--- src/rtl/pipe_fwd_chain.sv ---
// In-order result-tracking chain: operand forwarding, load-use interlock, register-file writeback.
// Latency: forwarding, stall and writeback outputs are combinational; an issue reaches stage k after k+1 edges.
// Backpressure: none downstream (the chain always shifts); stall holds decode while a load result is not ready.
module pipe_fwd_chain #(
    parameter int STAGES     = 3,
    parameter int DATA_W     = 32,
    parameter int RN_W       = 5,
    parameter int LOAD_STAGE = 1
) (
    input  logic              clock,
    input  logic              resetn,
    input  logic              in_valid,
    input  logic              in_wreg,
    input  logic              in_m2reg,
    input  logic [RN_W-1:0]   in_rn,
    input  logic [DATA_W-1:0] in_data,
    input  logic [DATA_W-1:0] ld_data,
    input  logic              flush,
    input  logic [RN_W-1:0]   qa_rn,
    input  logic [RN_W-1:0]   qb_rn,
    input  logic              q_use_a,
    input  logic              q_use_b,
    output logic [DATA_W-1:0] fwd_a,
    output logic [DATA_W-1:0] fwd_b,
    output logic              hit_a,
    output logic              hit_b,
    output logic              stall,
    output logic              wb_we,
    output logic [RN_W-1:0]   wb_rn,
    output logic [DATA_W-1:0] wb_data,
    output logic [15:0]       stall_cnt
);

    // One tracked result: stage 0 is the youngest entry, STAGES-1 the one retiring.
    typedef struct packed {
        logic              v;
        logic              wreg;
        logic              m2reg;
        logic [RN_W-1:0]   rn;
        logic [DATA_W-1:0] data;
    } ent_t;

    ent_t              stg_q [STAGES];
    ent_t              stg_d [STAGES];
    logic [15:0]       cnt_q;
    logic [15:0]       cnt_d;
    logic              issue;

    // Both read ports are resolved by the same loop, indexed 0 = a, 1 = b.
    logic [RN_W-1:0]   q_rn  [2];
    logic              hit   [2];
    logic              haz   [2];
    logic [DATA_W-1:0] fwd   [2];

    assign q_rn[0] = qa_rn;
    assign q_rn[1] = qb_rn;

    // Forwarding search: scan oldest to youngest so the youngest matching writer overrides.
    always_comb begin
        for (int p = 0; p < 2; p++) begin
            hit[p] = 1'b0;
            haz[p] = 1'b0;
            fwd[p] = '0;
            if (q_rn[p] != '0) begin
                for (int k = STAGES - 1; k >= 0; k--) begin
                    if (stg_q[k].v && stg_q[k].wreg && (stg_q[k].rn == q_rn[p])) begin
                        if (stg_q[k].m2reg && (k < LOAD_STAGE)) begin
                            // load data not yet returned from memory
                            hit[p] = 1'b0;
                            haz[p] = 1'b1;
                            fwd[p] = '0;
                        end else if (stg_q[k].m2reg && (k == LOAD_STAGE)) begin
                            // load data arrives this cycle; bypass it straight from the memory port
                            hit[p] = 1'b1;
                            haz[p] = 1'b0;
                            fwd[p] = ld_data;
                        end else begin
                            hit[p] = 1'b1;
                            haz[p] = 1'b0;
                            fwd[p] = stg_q[k].data;
                        end
                    end
                end
            end
        end
    end

    assign hit_a = hit[0];
    assign hit_b = hit[1];
    assign fwd_a = fwd[0];
    assign fwd_b = fwd[1];

    // The interlock only matters for sources decode actually reads; flush does not mask it.
    assign stall = (q_use_a & haz[0]) | (q_use_b & haz[1]);
    assign issue = in_valid & ~stall & ~flush;

    // Next chain contents: new issue or bubble into stage 0, everything else shifts by one.
    always_comb begin
        stg_d[0] = '0;
        if (issue) begin
            stg_d[0].v     = 1'b1;
            stg_d[0].wreg  = in_wreg;
            stg_d[0].m2reg = in_m2reg;
            stg_d[0].rn    = in_rn;
            stg_d[0].data  = in_data;
        end
        for (int k = 1; k < STAGES; k++) begin
            stg_d[k] = stg_q[k-1];
            // a load leaving the memory stage picks up its read data
            if (((k - 1) == LOAD_STAGE) && stg_q[k-1].m2reg) begin
                stg_d[k].data = ld_data;
            end
        end
    end

    // Stall-cycle counter, saturating at all ones.
    always_comb begin
        cnt_d = cnt_q;
        if (stall && (cnt_q != 16'hFFFF)) begin
            cnt_d = cnt_q + 16'd1;
        end
    end

    // Chain and counter registers; reset discards every in-flight entry.
    always_ff @(posedge clock or negedge resetn) begin
        if (!resetn) begin
            for (int k = 0; k < STAGES; k++) begin
                stg_q[k] <= '0;
            end
            cnt_q <= '0;
        end else begin
            for (int k = 0; k < STAGES; k++) begin
                stg_q[k] <= stg_d[k];
            end
            cnt_q <= cnt_d;
        end
    end

    // Register-file write port driven from the oldest stage; r0 is never written.
    assign wb_we     = stg_q[STAGES-1].v & stg_q[STAGES-1].wreg & (stg_q[STAGES-1].rn != '0);
    assign wb_rn     = stg_q[STAGES-1].rn;
    assign wb_data   = stg_q[STAGES-1].data;
    assign stall_cnt = cnt_q;

endmodule

--- config.mk ---
export PLATFORM = sky130hd
export DESIGN_NAME = pipe_fwd_chain
export DESIGN_NICKNAME = d
export VERILOG_FILES = /design/src/rtl/pipe_fwd_chain.sv
export SDC_FILE = /design/constraint.sdc
export NUM_CORES = 1
export LEC_CHECK = 0
export BUFFER_PORTS_ARGS = -buffer_cell sky130_fd_sc_hd__buf_2
export CORE_MARGIN = 8
export CORE_UTILIZATION = 47
export CTS_CLUSTER_DIAMETER = 40
export DETAILED_ROUTE_END_ITERATION = 6
export PLACE_DENSITY_LB_ADDON = 0.15
export SETUP_SLACK_MARGIN = 0.5
export SYNTH_ARGS = -nofsm -noshare
export SYNTH_HDL_FRONTEND = slang
export SYNTH_SLANG_ARGS = --single-unit
export TNS_END_PERCENT = 30
--- constraint.sdc ---
create_clock -name clock -period 2.25 [get_ports clock]
set_input_delay 0.45 -clock clock [delete_from_list [all_inputs] [get_ports clock]]
set_output_delay 0.45 -clock clock [all_outputs]
set_load 0.01 [all_outputs]
Word level (Yosys, flattened, before mapping)
Cells that the tools add are included.

Bits of input ports: 87. Word-level logic and storage cells: 70. Register bits: 135.

Muxes and demuxes: 25. Equality and inequality tests: 7. Add/sub/neg operators: 1. Reduce and logical (&&, ||, !) cells: 13. Bitwise gates (word level): 9.

Operator list (number): 32-bit 2-to-1 mux (10); 40-bit 2-to-1 mux (1); 5-bit equality test (6); 16-bit by 1-bit adder with 16-bit output (second input constant) (1); 16-bit != test (second input constant) (1); 5-bit nonzero test (3); 1-bit 2-to-1 mux (14); 1-bit logical AND (10); 1-bit AND (6); 1-bit inverter (2); 1-bit OR (1).

Depth between registers and ports, before layout
Gate-level depths: netlist of the first run.

Word-level depth: 10. Mapped depth: 8. Mapped depth without buffers: 6.

Least setup slack after synthesis of the first run
Ideal clock, no wire load.

Path type: input port to output port. From: input qa_rn[0]. To: output fwd_a[22]. Cell stages on the path: 7. Arrival time: 2.001 ns. Setup slack: -0.201 ns. Data required time: 1.800 ns. Cell sequence: buf_2 xnor2_1 nand4_1 nor3_1 clkbuf_1 a221oi_1 a211oi_1.

Longest elaborated chain between the ends: 6.

Ends and longest elaborated chain: start, declared (line 19) `input logic [RN_W-1:0] qa_rn,`; 5-bit equality test (line 66) `if (stg_q[k].v && stg_q[k].wreg && (stg_q[k].rn == q_rn[p])) begin`; 1-bit logical AND (line 66); 32-bit 2-to-1 mux (3 in a row) (line 66); 32-bit 2-to-1 mux (*) (line 64) `if (q_rn[p] != '0) begin`; end, declared (line 23) `output logic [DATA_W-1:0] fwd_a,`.

Mark *: on every way between the ends. The rest lies on a longest branch, timed or not.

Worst setup path after layout of the first run
From: register stg_q, in the netlist stg_d[36]. To: output fwd_a[23].

Longest elaborated chain between the ends: 5.

Ends and longest elaborated chain: start, declared (line 43) `ent_t stg_q [STAGES];`; start signal, assigned by index (line 133) `stg_q[k] <= stg_d[k];`; 5-bit equality test (line 66); 1-bit logical AND (line 66); 32-bit 2-to-1 mux (2 in a row) (line 66); 32-bit 2-to-1 mux (line 64).

Every way passes these cells.

==> run summary, run 1 <==
### Run status
- outcome: finished, violations left
- violated checks: setup timing

### Drt
- detail-routed via count per cell: 6.006
- WL met1: 9036 um
- count of vias placed by the detailed router: 6,072
- Final ANT Viol Nets: 0
- drt pass-1 iters: 4
- met3 wire len: 1993 um
- detailed router's first-iteration violation count: 385
- highest metal layer used by the detailed router: met5
- average wire length per cell after detail routing: 23.59 um
- DR DRC count: 0
- detailed-route wire length: 23,850 um
- routed length on met2: 12,130 um

### Worst hold path
- class of the tightest hold or removal check: in2reg
- end point of the most critical hold path: stg_d[47]$_DFF_PN0_
- Hold Path Depth: 2
- Worst Min Path Start: in_data[7]

### Placement
- port bufs: 207
- final RePlAce weighted congestion: 0.8906
- placement-stage cell area: 8589 um2
- placed wire-length estimate after detailed placement: 15,510 um

### Global routing
- GRT Util Overall: 25.72%
- GRT Residual Overflow: 0
- antenna violations before repair: 2
- vias in the first global route: 6,654
- pin count of the biggest net entering global routing: 55
- wire length of the first global-routing pass: 36,490 um

### Final layout
- synth-to-layout area growth: 56.85%
- layout cell share with drive strength beyond 1: 66.87%
- most common cell after layout, fill and taps aside: sky130_fd_sc_hd__buf_2
- net count of the finished layout: 905
- cell area after layout: 10,390 um2
- highest-count cells in the layout ignoring fill and taps: sky130_fd_sc_hd__buf_2 (204), sky130_fd_sc_hd__dfrtp_1 (135), sky130_fd_sc_hd__a211oi_2 (65)

### STA
- clock skew after layout: 5.540 ps
- Fmax: 0.3371 GHz
- post-layout min period: 2967 ps
- Hold Slack: 260.5 ps
- final hold violation count: 0
- worst rel slew slack: 63.32%
- endpoints failing setup: 67
- setup repair after global routing missed its margin: yes
- actual transition at the worst max-transition pin: 550.2 ps
- Pins Over Slew Limit: 0
- final setup margin: -716.7 ps
- total negative setup slack: -39,890 ps
- portion of the clock cycle consumed by the worst path in the final layout: 131.9%

### Clock tree
- Clock Latency Late Sink: 410 ps
- number of clock sinks seen by CTS: 135
- largest buffer count on any clock path: 2
- cell at the root of the clock tree: sky130_fd_sc_hd__clkbuf_16
- clock transition at the registers of the reported paths: 60 ps
- H-tree levels: 4
- Num CTS Buffers: 17
- CTS tree: yes

### Worst setup path
- category of cells accounting for the largest share of critical-path delay: buffers and inverters
- critical path, cell by cell: xor2_1, nor4_2, buf_4, a2111oi_4, buf_6, buf_12, a221oi_2, a211oi_2, buf_2
- combined buffer and inverter count along the critical path: 4
- register-to-register setup slack: 150 ps
- launching instance or port of the critical path: stg_d[36]$_DFF_PN0_
- Critical Setup Path Class: reg2out
- nature of the critical path startpoint: register
- worst path required time: 1800 ps
- largest fanout of any net on the critical path: 7
- Critical Path End Type: output pin
- beginning of the worst register-to-register path: stg_d[76]$_DFF_PN0_
- worst r2r dst: stall_cnt[11]$_DFFE_PN0P_
- r2r worst-path depth: 9
- delay of the slowest cell on the worst path: 410 ps
- Arr. time, crit path: 2520 ps
- cell at the slowest stage of the critical path: sky130_fd_sc_hd__dfrtp_1

### Yosys
- number of distinct library cell variants in the gate-level netlist after synthesis: 36
- Synth Cell Area: 6626 um2
- count of flip-flops with a built-in enable after synthesis: 0
- sequential share of the synthesized area: 50.98%
- synthesized area per cell: 11.37 um2
- most used flip-flop cell after synthesis: sky130_fd_sc_hd__dfrtp_1
- share of flip-flops with an asynchronous set or reset: 100.0%
- yosys warns: 0
- Post-Synthesis Net Count: 671
- Gate Count Post-Synth: 583
- number of storage elements in the synthesis netlist: 135

### Power
- Gate power share: 10.1%
- Int Pwr: 4.721 mW
- share of total power in sequential cells: 42.1%
- post-layout power: 6.194 mW
- power dissipated by switching net loads: 1.472 mW
- switching share of power: 23.77%
- share of total power in the clock network: 47.8%
- Peak VDD IR: 0.4459 mV
- leakage power: 4.927 nW
- total power per unit cell area: 595.9 nW/um2

### Die
- core outline area: 13,830 um2
- Initial Utilization: 47.92%
- boundary pin count: 208
- Die Height: 134.7 um
- Die X-Extent: 134.7 um
- die area: 18,150 um2
- number of placement rows: 43

### Run
- Max-Cap Viols: 0

timing repair:
item,CTS,global route
hold buffers,1,0
endpoints found under the hold margin,2,0
gates cloned,4,1
gates resized for setup,87,80
setup buffers,11,1
pin swaps,30,49
endpoints found under the setup margin,124,125
power by group through the flow:
| stage | Sequential [mW] | Clock [mW] | Combinational (mW) |
|---|---|---|---|
| finish | 2.61 | 2.96 | 0.626 |
| global route | 2.62 | 3.11 | 0.667 |
| CTS | 2.60 | 2.98 | 0.573 |
| detailed placement | 2.63 | 0 | 0.535 |
| global placement | 2.63 | 0 | 0.525 |
| floorplan | 2.61 | 0 | 0.272 |
final cells by class:
cell class                      instances  area, um2
Antenna cell                            1      2.502
Clock buffer                           20      456.7
Clock inverter                         12      175.2
Fill cell                             911       3433
Inverter                                2      7.507
Multi-Input combinational cell        361       3981
Sequential cell                       135       3378
Tap cell                              180      225.2
Timing Repair Buffer                  300       2167
kinds of logic (layout without fill, tap and decap cells):
| kind of cell | after synthesis | in the layout | share of synthesized area [%] |
|---|---|---|---|
| other | 0 | 1 | 0 |
| adders and majority gates | 1 | 1 | 0.1888 |
| AOI/OAI and AO/OA | 169 | 169 | 19.68 |
| muxes | 33 | 33 | 5.608 |
| buffers and inverters | 87 | 334 | 7.421 |
| and+or+nand+nor | 113 | 113 | 10.18 |
| xor gates and xnor gates | 45 | 45 | 5.948 |
| DFF | 135 | 135 | 50.98 |
sequential cells by signal, indices dropped and copies added, names as in the netlist:
| signal | cells |
|---|---|
| stg_q | 34 |
| stg_d | 48 |
| wb_data | 32 |
| wb_rn | 5 |
| stall_cnt | 16 |
synth_stat cells (all sizes together) (5+ instances only):
cell    count  share of area, %
nor3        8              0.60
dfrtp     135                51
buf        62               6.0
nand2      10              0.57
a21oi      33               2.5
xnor2      26               3.4
and2       42               4.0
nand3      10              0.76
a211oi     66               7.5
clkbuf     23               1.3
a221oi     64               8.5
nand4      10              0.94
xor2       19               2.5
mux2       33               5.6
nor3b       5              0.64
nor2       14              0.91
metrics by stage:
stage                     setup slack, ps  cells  util (%)
after floorplan                     89.25    583         -
after global placement             -419.5    960     62.12
after detailed placement           -414.8    960     62.12
after CTS                          -632.6   1008     71.83
after global routing               -798.8   1011     75.17
final                              -716.7   1011     75.17
how the worst max path moves through the flow:
stage / endpoint / cells after the start
after floorplan: fwd_a[22] / 8
after global routing: fwd_b[28] / 10
after detailed placement: fwd_b[0] / 8
after global placement: fwd_a[0] / 9
after CTS: fwd_b[20] / 10
final: fwd_a[23] / 9
metal layers:
metal  vias to the layer above  global-route usage [%]
met5                         -                       0
li1                       2650                       -
met3                        54                   7.392
met1                      3055                   30.28
met2                       311                   42.71
met4                         2                   11.54
Power figures use the tool's default switching activity.
==> run 2: changes to the inputs <==
--- a/config.mk
+++ b/config.mk
@@ -6,7 +6,7 @@
 export NUM_CORES = 1
 export LEC_CHECK = 0
 export BUFFER_PORTS_ARGS = -buffer_cell sky130_fd_sc_hd__buf_2
-export CORE_MARGIN = 8
+export CORE_MARGIN = 2
 export CORE_UTILIZATION = 47
 export CTS_CLUSTER_DIAMETER = 40
 export DETAILED_ROUTE_END_ITERATION = 6
==> run 2 against run 1 <==
Effect of this change: the flow still finishes with violations (setup timing); hold slack better by 1.2 ps; global-route usage grew 4.1 points; core utilization shrank 2.0 points; non-clock buffer count down 12.
==> run summary, run 2 (synthesis results as in run 1) <==
### Run status
- outcome: finished, violations left
- violated checks: setup timing

### Power
- leakage power: 4.772 nW
- Gate power share: 10.9%
- total power per unit cell area: 561.6 nW/um2
- share of total power in the clock network: 42.9%
- power dissipated by switching net loads: 1.401 mW
- Int Pwr: 4.280 mW
- share of total power in sequential cells: 46.1%
- Peak VDD IR: 0.4638 mV
- switching share of power: 24.66%

### Run
- Max-Cap Viols: 0

### Drt
- drt pass-1 iters: 5
- detailed-route wire length: 22,490 um
- count of vias placed by the detailed router: 6,039
- detailed router's first-iteration violation count: 357
- DR DRC count: 0
- average wire length per cell after detail routing: 22.60 um
- Final ANT Viol Nets: 0
- detail-routed via count per cell: 6.069

### Clock tree
- largest buffer count on any clock path: 2
- clock transition at the registers of the reported paths: 50 ps
- number of clock sinks seen by CTS: 135
- Num CTS Buffers: 17
- Clock Latency Late Sink: 420 ps
- H-tree levels: 4
- cell at the root of the clock tree: sky130_fd_sc_hd__clkbuf_16
- CTS tree: yes

### Worst setup path
- Arr. time, crit path: 2430 ps
- Critical Path End Type: output pin
- largest fanout of any net on the critical path: 5
- Critical Setup Path Class: reg2out
- nature of the critical path startpoint: register
- worst path required time: 1800 ps

### Placement
- final RePlAce weighted congestion: 0.8862
- placed wire-length estimate after detailed placement: 14,470 um
- port bufs: 207

### STA
- actual transition at the worst max-transition pin: 751.7 ps
- clock skew after layout: 8.763 ps
- setup repair after global routing missed its margin: yes
- endpoints failing setup: 67
- post-layout min period: 2876 ps
- Hold Slack: 261.7 ps
- worst rel slew slack: 49.46%
- Pins Over Slew Limit: 0
- portion of the clock cycle consumed by the worst path in the final layout: 127.8%
- final setup margin: -625.5 ps
- final hold violation count: 0
- Fmax: 0.3478 GHz

### Global routing
- antenna violations before repair: 1
- GRT Util Overall: 29.78%
- wire length of the first global-routing pass: 34,040 um
- pin count of the biggest net entering global routing: 56
- GRT Residual Overflow: 0
- vias in the first global route: 6,385

### Die
- Die X-Extent: 122.7 um
- die area: 15,060 um2
- Initial Utilization: 47.92%
- Die Height: 122.7 um
- core outline area: 13,830 um2
- number of placement rows: 43
- boundary pin count: 208

### Final layout
- diodes inserted: 0
- multi-input combinational cell area: 3954 um2
- Filler Cell Count: 933
- layout cell share with drive strength beyond 1: 67.61%
- Util after Layout: 73.15%
- most common cell after layout, fill and taps aside: sky130_fd_sc_hd__buf_2
- highest-count cells in the layout ignoring fill and taps: sky130_fd_sc_hd__buf_2 (204), sky130_fd_sc_hd__dfrtp_1 (131), sky130_fd_sc_hd__a211oi_2 (65)
- FF+latch area: 3383 um2
- flip-flop count of the largest register, all copies and words added: 48
- net count of the finished layout: 893
- synth-to-layout area growth: 52.64%

### Worst hold path
- class of the tightest hold or removal check: in2reg

==> run 2: worst paths after layout <==
kind                                     startpoint                       end  slack, ps  cells after the start
worst max-delay path            stg_d[36]$_DFF_PN0_                 fwd_a[16]       -630                      9
worst min-delay path                     in_data[0]       stg_d[40]$_DFF_PN0_        260                      2
worst max register to register  stg_d[75]$_DFF_PN0_  stall_cnt[9]$_DFFE_PN0P_        200                      8
worst min register to register  stg_d[71]$_DFF_PN0_       stg_q[71]$_DFF_PN0_        370                      0
max in group asynchronous                    resetn       stg_d[34]$_DFF_PN0_       1060                      3
min in group asynchronous                    resetn       stg_q[63]$_DFF_PN0_        520                      2
==> run 2: cell type report <==
class | instances | share of cell area [%]
well taps | 180 | 2.227
flip-flops and latches | 135 | 33.45
multi-input cells | 361 | 39.09
clock inverters | 5 | 0.2474
repair buffers | 288 | 20.15
clock buffers | 24 | 4.762
inverters | 2 | 0.07422
==> run 2: power groups by stage <==
stage,sequential [mW],combinational (mW),clock (mW)
2_1_floorplan,2.61,0.272,0
3_3_place_gp,2.63,0.508,0
3_5_place_dp,2.64,0.520,0
4_1_cts,2.61,0.559,2.46
5_1_grt,2.63,0.664,2.58
6_report,2.62,0.622,2.44
==> run 2: what timing repair did <==
item | CTS | global route
pin swaps | 12 | 49
hold endpoints to repair | 37 | 0
setup endpoints to repair | 124 | 124
resized for setup | 88 | 89
hold buffers | 1 | 0
buffers inserted | 6 | 2
cloned | 3 | 2
==> run 2: per-stage QoR <==
stage	setup WS (ps)	cell area (um2)	std cells	TNS [ps]	total power [mW]
after floorplan	89.25	7094	583	0	2.885
after global placement	-349.1	8508	952	-25060	3.139
after detailed placement	-398.8	8508	952	-28320	3.155
after CTS	-650.4	9637	991	-37040	5.624
after global routing	-717.0	10110	995	-44200	5.872
final	-625.5	10110	995	-37520	5.681
==> run 2: worst max-delay path: stages (launching register included) <==
cell and delay [ps]:
sky130_fd_sc_hd__dfrtp_2 440, sky130_fd_sc_hd__xor2_2 210, sky130_fd_sc_hd__nor4_4 70, sky130_fd_sc_hd__buf_4 140
sky130_fd_sc_hd__a2111oi_4 300, sky130_fd_sc_hd__buf_6 220, sky130_fd_sc_hd__buf_16 150, sky130_fd_sc_hd__a221oi_4 60
sky130_fd_sc_hd__a211oi_2 240, sky130_fd_sc_hd__buf_2 170
==> run 2: routing by layer <==
metal	wire, um	vias up	share of wire (%)	track usage [%]
li1	-	2629	-	-
met1	9175	3098	41	38.28
met2	11310	261	50	49.17
met3	1412	51	6.3	6.320
met4	589	0	2.6	11.71
met5	0	-	0	0
==> run 3: changes to the inputs <==
--- a/config.mk
+++ b/config.mk
@@ -5,9 +5,10 @@
 export SDC_FILE = /design/constraint.sdc
 export NUM_CORES = 1
 export LEC_CHECK = 0
+export ABC_AREA = 1
 export BUFFER_PORTS_ARGS = -buffer_cell sky130_fd_sc_hd__buf_2
 export CORE_MARGIN = 2
-export CORE_UTILIZATION = 47
+export CORE_UTILIZATION = 48
 export CTS_CLUSTER_DIAMETER = 40
 export DETAILED_ROUTE_END_ITERATION = 6
 export PLACE_DENSITY_LB_ADDON = 0.15
==> run 3 against run 2 <==
Effect of this change: the flow still finishes with violations (setup timing); global-route usage is 2.3 points lower; critical path depth is 1 higher; power is 9.1% higher; register-to-register slack better by 240 ps; sequential share of layout area is 2.2 points lower; critical endpoint is now fwd_b[1].
==> run summary, run 3 <==
### Final layout
- synth-to-layout area growth: 39.47%
- diodes inserted: 0
- layout cell share with drive strength beyond 1: 37.00%
- flip-flop count of the largest register, all copies and words added: 48
- net count of the finished layout: 1,429
- Util after Layout: 68.38%
- highest-count cells in the layout ignoring fill and taps: sky130_fd_sc_hd__nand2_1 (257), sky130_fd_sc_hd__buf_2 (203), sky130_fd_sc_hd__nor2_1 (169)
- most common cell after layout, fill and taps aside: sky130_fd_sc_hd__nand2_1

### STA
- actual transition at the worst max-transition pin: 445.5 ps
- setup repair after global routing missed its margin: yes
- portion of the clock cycle consumed by the worst path in the final layout: 118.0%
- final setup margin: -406.0 ps
- Pins Over Slew Limit: 0
- final hold violation count: 0
- worst rel slew slack: 70.30%
- Fmax: 0.3765 GHz
- post-layout min period: 2656 ps
- endpoints failing setup: 67
- clock skew after layout: 10.62 ps

### Worst setup path
- largest fanout of any net on the critical path: 8
- launching instance or port of the critical path: stg_d[36]$_DFF_PN0_
- worst path required time: 1800 ps
- Critical Setup Path Class: reg2out
- most prevalent standard cell on the critical path: sky130_fd_sc_hd__nor2_1
- cell at the slowest stage of the critical path: sky130_fd_sc_hd__dfrtp_1
- Critical Path End Type: output pin
- nature of the critical path startpoint: register
- register-to-register setup slack: 440 ps
- worst r2r dst: stall_cnt[2]$_DFFE_PN0P_
- Critical path destination: fwd_b[1]
- r2r worst-path depth: 11
- delay of the slowest cell on the worst path: 430 ps
- beginning of the worst register-to-register path: stg_d[76]$_DFF_PN0_
- category of cells accounting for the largest share of critical-path delay: simple AND/OR/NAND/NOR gates
- critical path, cell by cell: inv_2, nor2_2, nor3_2, nand3_2, buf_8, buf_12, o21ai_2, nor2_1, nor2_1, buf_2
- WP depth: 10
- combined buffer and inverter count along the critical path: 4
- Arr. time, crit path: 2210 ps

### Yosys
- leading cell types by total area after synthesis: sky130_fd_sc_hd__dfrtp_1 (44%), sky130_fd_sc_hd__nor2_1 (14%), sky130_fd_sc_hd__nand2_1 (13%), sky130_fd_sc_hd__o21ai_0 (8.1%), sky130_fd_sc_hd__inv_1 (7.4%)
- proportion of netlist area held by the largest area contributor: 43.53%
- Gate Count Post-Synth: 1,143
- leading area contributor after synthesis: sky130_fd_sc_hd__dfrtp_1
- Post-Synthesis Net Count: 1,231
- share of flip-flops with an asynchronous set or reset: 100.0%
- most numerous cell in the Yosys netlist: sky130_fd_sc_hd__nor2_1
- number of storage elements in the synthesis netlist: 135
- count of flip-flops with a built-in enable after synthesis: 0
- most used flip-flop cell after synthesis: sky130_fd_sc_hd__dfrtp_1
- number of distinct library cell variants in the gate-level netlist after synthesis: 32
- Synth Cell Area: 7760 um2
- yosys warns: 0
- synthesized area per cell: 6.789 um2
- leading post-synthesis cells by instance count: sky130_fd_sc_hd__nor2_1 (292), sky130_fd_sc_hd__nand2_1 (263), sky130_fd_sc_hd__inv_1 (153)
- sequential share of the synthesized area: 43.53%

### Power
- switching share of power: 23.88%
- Int Pwr: 4.719 mW
- leakage power: 5.889 nW
- power dissipated by switching net loads: 1.480 mW
- total power per unit cell area: 572.8 nW/um2
- post-layout power: 6.199 mW
- share of total power in sequential cells: 41.8%
- Peak VDD IR: 0.4946 mV
- share of total power in the clock network: 49.3%
- Gate power share: 9.0%

### Die
- core outline area: 15,830 um2
- number of placement rows: 46
- Initial Utilization: 49.03%
- die area: 17,200 um2
- Die Height: 131.1 um
- boundary pin count: 208
- Die X-Extent: 131.1 um

### Drt
- count of vias placed by the detailed router: 7,956
- average wire length per cell after detail routing: 15.86 um
- detail-routed via count per cell: 5.068
- DR DRC count: 0
- detailed router's first-iteration violation count: 483
- drt pass-1 iters: 5
- Final ANT Viol Nets: 0
- detailed-route wire length: 24,890 um

### Run status
- outcome: finished, violations left
- violated checks: setup timing

### Global routing
- GRT met3 Usage: 7.060%
- GRT Util Overall: 27.51%
- wire length of the first global-routing pass: 37,630 um
- global routing met1 resource utilization: 35.69%
- pin count of the biggest net entering global routing: 46
- most congested layer reported by global routing: met2
- GRT Residual Overflow: 0
- antenna violations before repair: 2
- met2 capacity usage during global routing: 44.53%
- vias in the first global route: 7,378

### Run
- Max-Cap Viols: 0

### Clock tree
- H-tree levels: 4
- Num CTS Buffers: 17
- number of clock sinks seen by CTS: 135
- largest buffer count on any clock path: 2
- cell at the root of the clock tree: sky130_fd_sc_hd__clkbuf_16
- Clock Latency Late Sink: 420 ps
- clock transition at the registers of the reported paths: 60 ps
- CTS tree: yes

### Placement
- port bufs: 207
- placed wire-length estimate after detailed placement: 15,780 um
- worst slack after detailed placement: -118.4 ps
- final RePlAce weighted congestion: 0.8781

### Worst hold path
- class of the tightest hold or removal check: in2reg

[run 3: cell types whose count changed in the layout (fill, tap and decap cells not counted), sizes merged, moves of 33 or more]
cell    change
nor2      +281
nand2     +255
inv       +158
o21ai     +129
a211oi     -66
a221oi     -64
and2       -42
mux2       -33
[run 3: worst min path at each step]
stage	start	to	slack [ps]	cells after the start
after floorplan	resetn	stall_cnt[0]$_DFFE_PN0P_	150	0
after global placement	stg_d[79]$_DFF_PN0_	stg_d[39]$_DFF_PN0_	350	0
after detailed placement	stg_d[79]$_DFF_PN0_	stg_d[39]$_DFF_PN0_	360	0
after CTS	in_data[20]	stg_d[60]$_DFF_PN0_	220	3
after global routing	in_data[28]	stg_d[68]$_DFF_PN0_	220	3
final	in_rn[0]	stg_d[72]$_DFF_PN0_	230	3
[run 3: cell families (layout without fill, tap and decap cells)]
| group | after synthesis | in the layout | synth area share [%] |
|---|---|---|---|
| and+or+nand+nor | 606 | 606 | 30.96 |
| buffers and inverters | 254 | 465 | 15.22 |
| AOI/OAI and AO/OA | 138 | 138 | 9.110 |
| DFF | 135 | 135 | 43.53 |
| xor gates and xnor gates | 9 | 9 | 1.016 |
| adders and majority gates | 1 | 1 | 0.1612 |
[run 3: timing repair]
action,4_1_cts,5_1_grt
endpoints found under the hold margin,41,0
resized for setup,72,171
setup endpoints to repair,82,124
pin swaps,37,82
setup buffers,4,8
cloned,4,5
hold buffers,1,0
[run 3: cell type report]
class | count | area [um2]
Inverter | 161 | 641.9
Tap cell | 216 | 270.3
Fill cell | 1385 | 5005
Multi-Input combinational cell | 754 | 3920
Timing Repair Buffer | 272 | 1964
Clock inverter | 12 | 200.2
Clock buffer | 20 | 446.7
Sequential cell | 135 | 3379
[run 3: power by group through the flow]
| stage | clock [mW] | combinational (mW) | sequential (mW) |
|---|---|---|---|
| after floorplan | 0 | 0.270 | 2.61 |
| after global routing | 3.23 | 0.612 | 2.60 |
| after detailed placement | 0 | 0.486 | 2.63 |
| after CTS | 3.09 | 0.502 | 2.59 |
| after global placement | 0 | 0.482 | 2.63 |
| final | 3.05 | 0.556 | 2.59 |
[run 3: worst register-to-register path: cells and delay by family, from the launching register on]
| family | cells | cell delay [ps] |
|---|---|---|
| buf+inv | 3 | 340 |
| simple gates | 8 | 940 |
| flops | 1 | 420 |
[run 3: metal layers]
layer / up-vias / wire length, um
li1: 3833 / -
met2: 342 / 11850
met4: 4 / 790
met5: - / 30
met3: 64 / 1771
met1: 3713 / 10450
[run 3: per-stage QoR]
| step | std cells | hold WS, ps | TNS, ps | cell area [um2] |
|---|---|---|---|---|
| 3_5_place_dp | 1516 | 358.2 | -2802 | 9170 |
| 2_1_floorplan | 1143 | 154.4 | 0 | 7971 |
| 3_3_place_gp | 1516 | 354.5 | -1298 | 9170 |
| 5_1_grt | 1570 | 224.0 | -27760 | 10820 |
| 6_report | 1570 | 232.9 | -21530 | 10820 |
| 4_1_cts | 1557 | 221.8 | -17460 | 10100 |
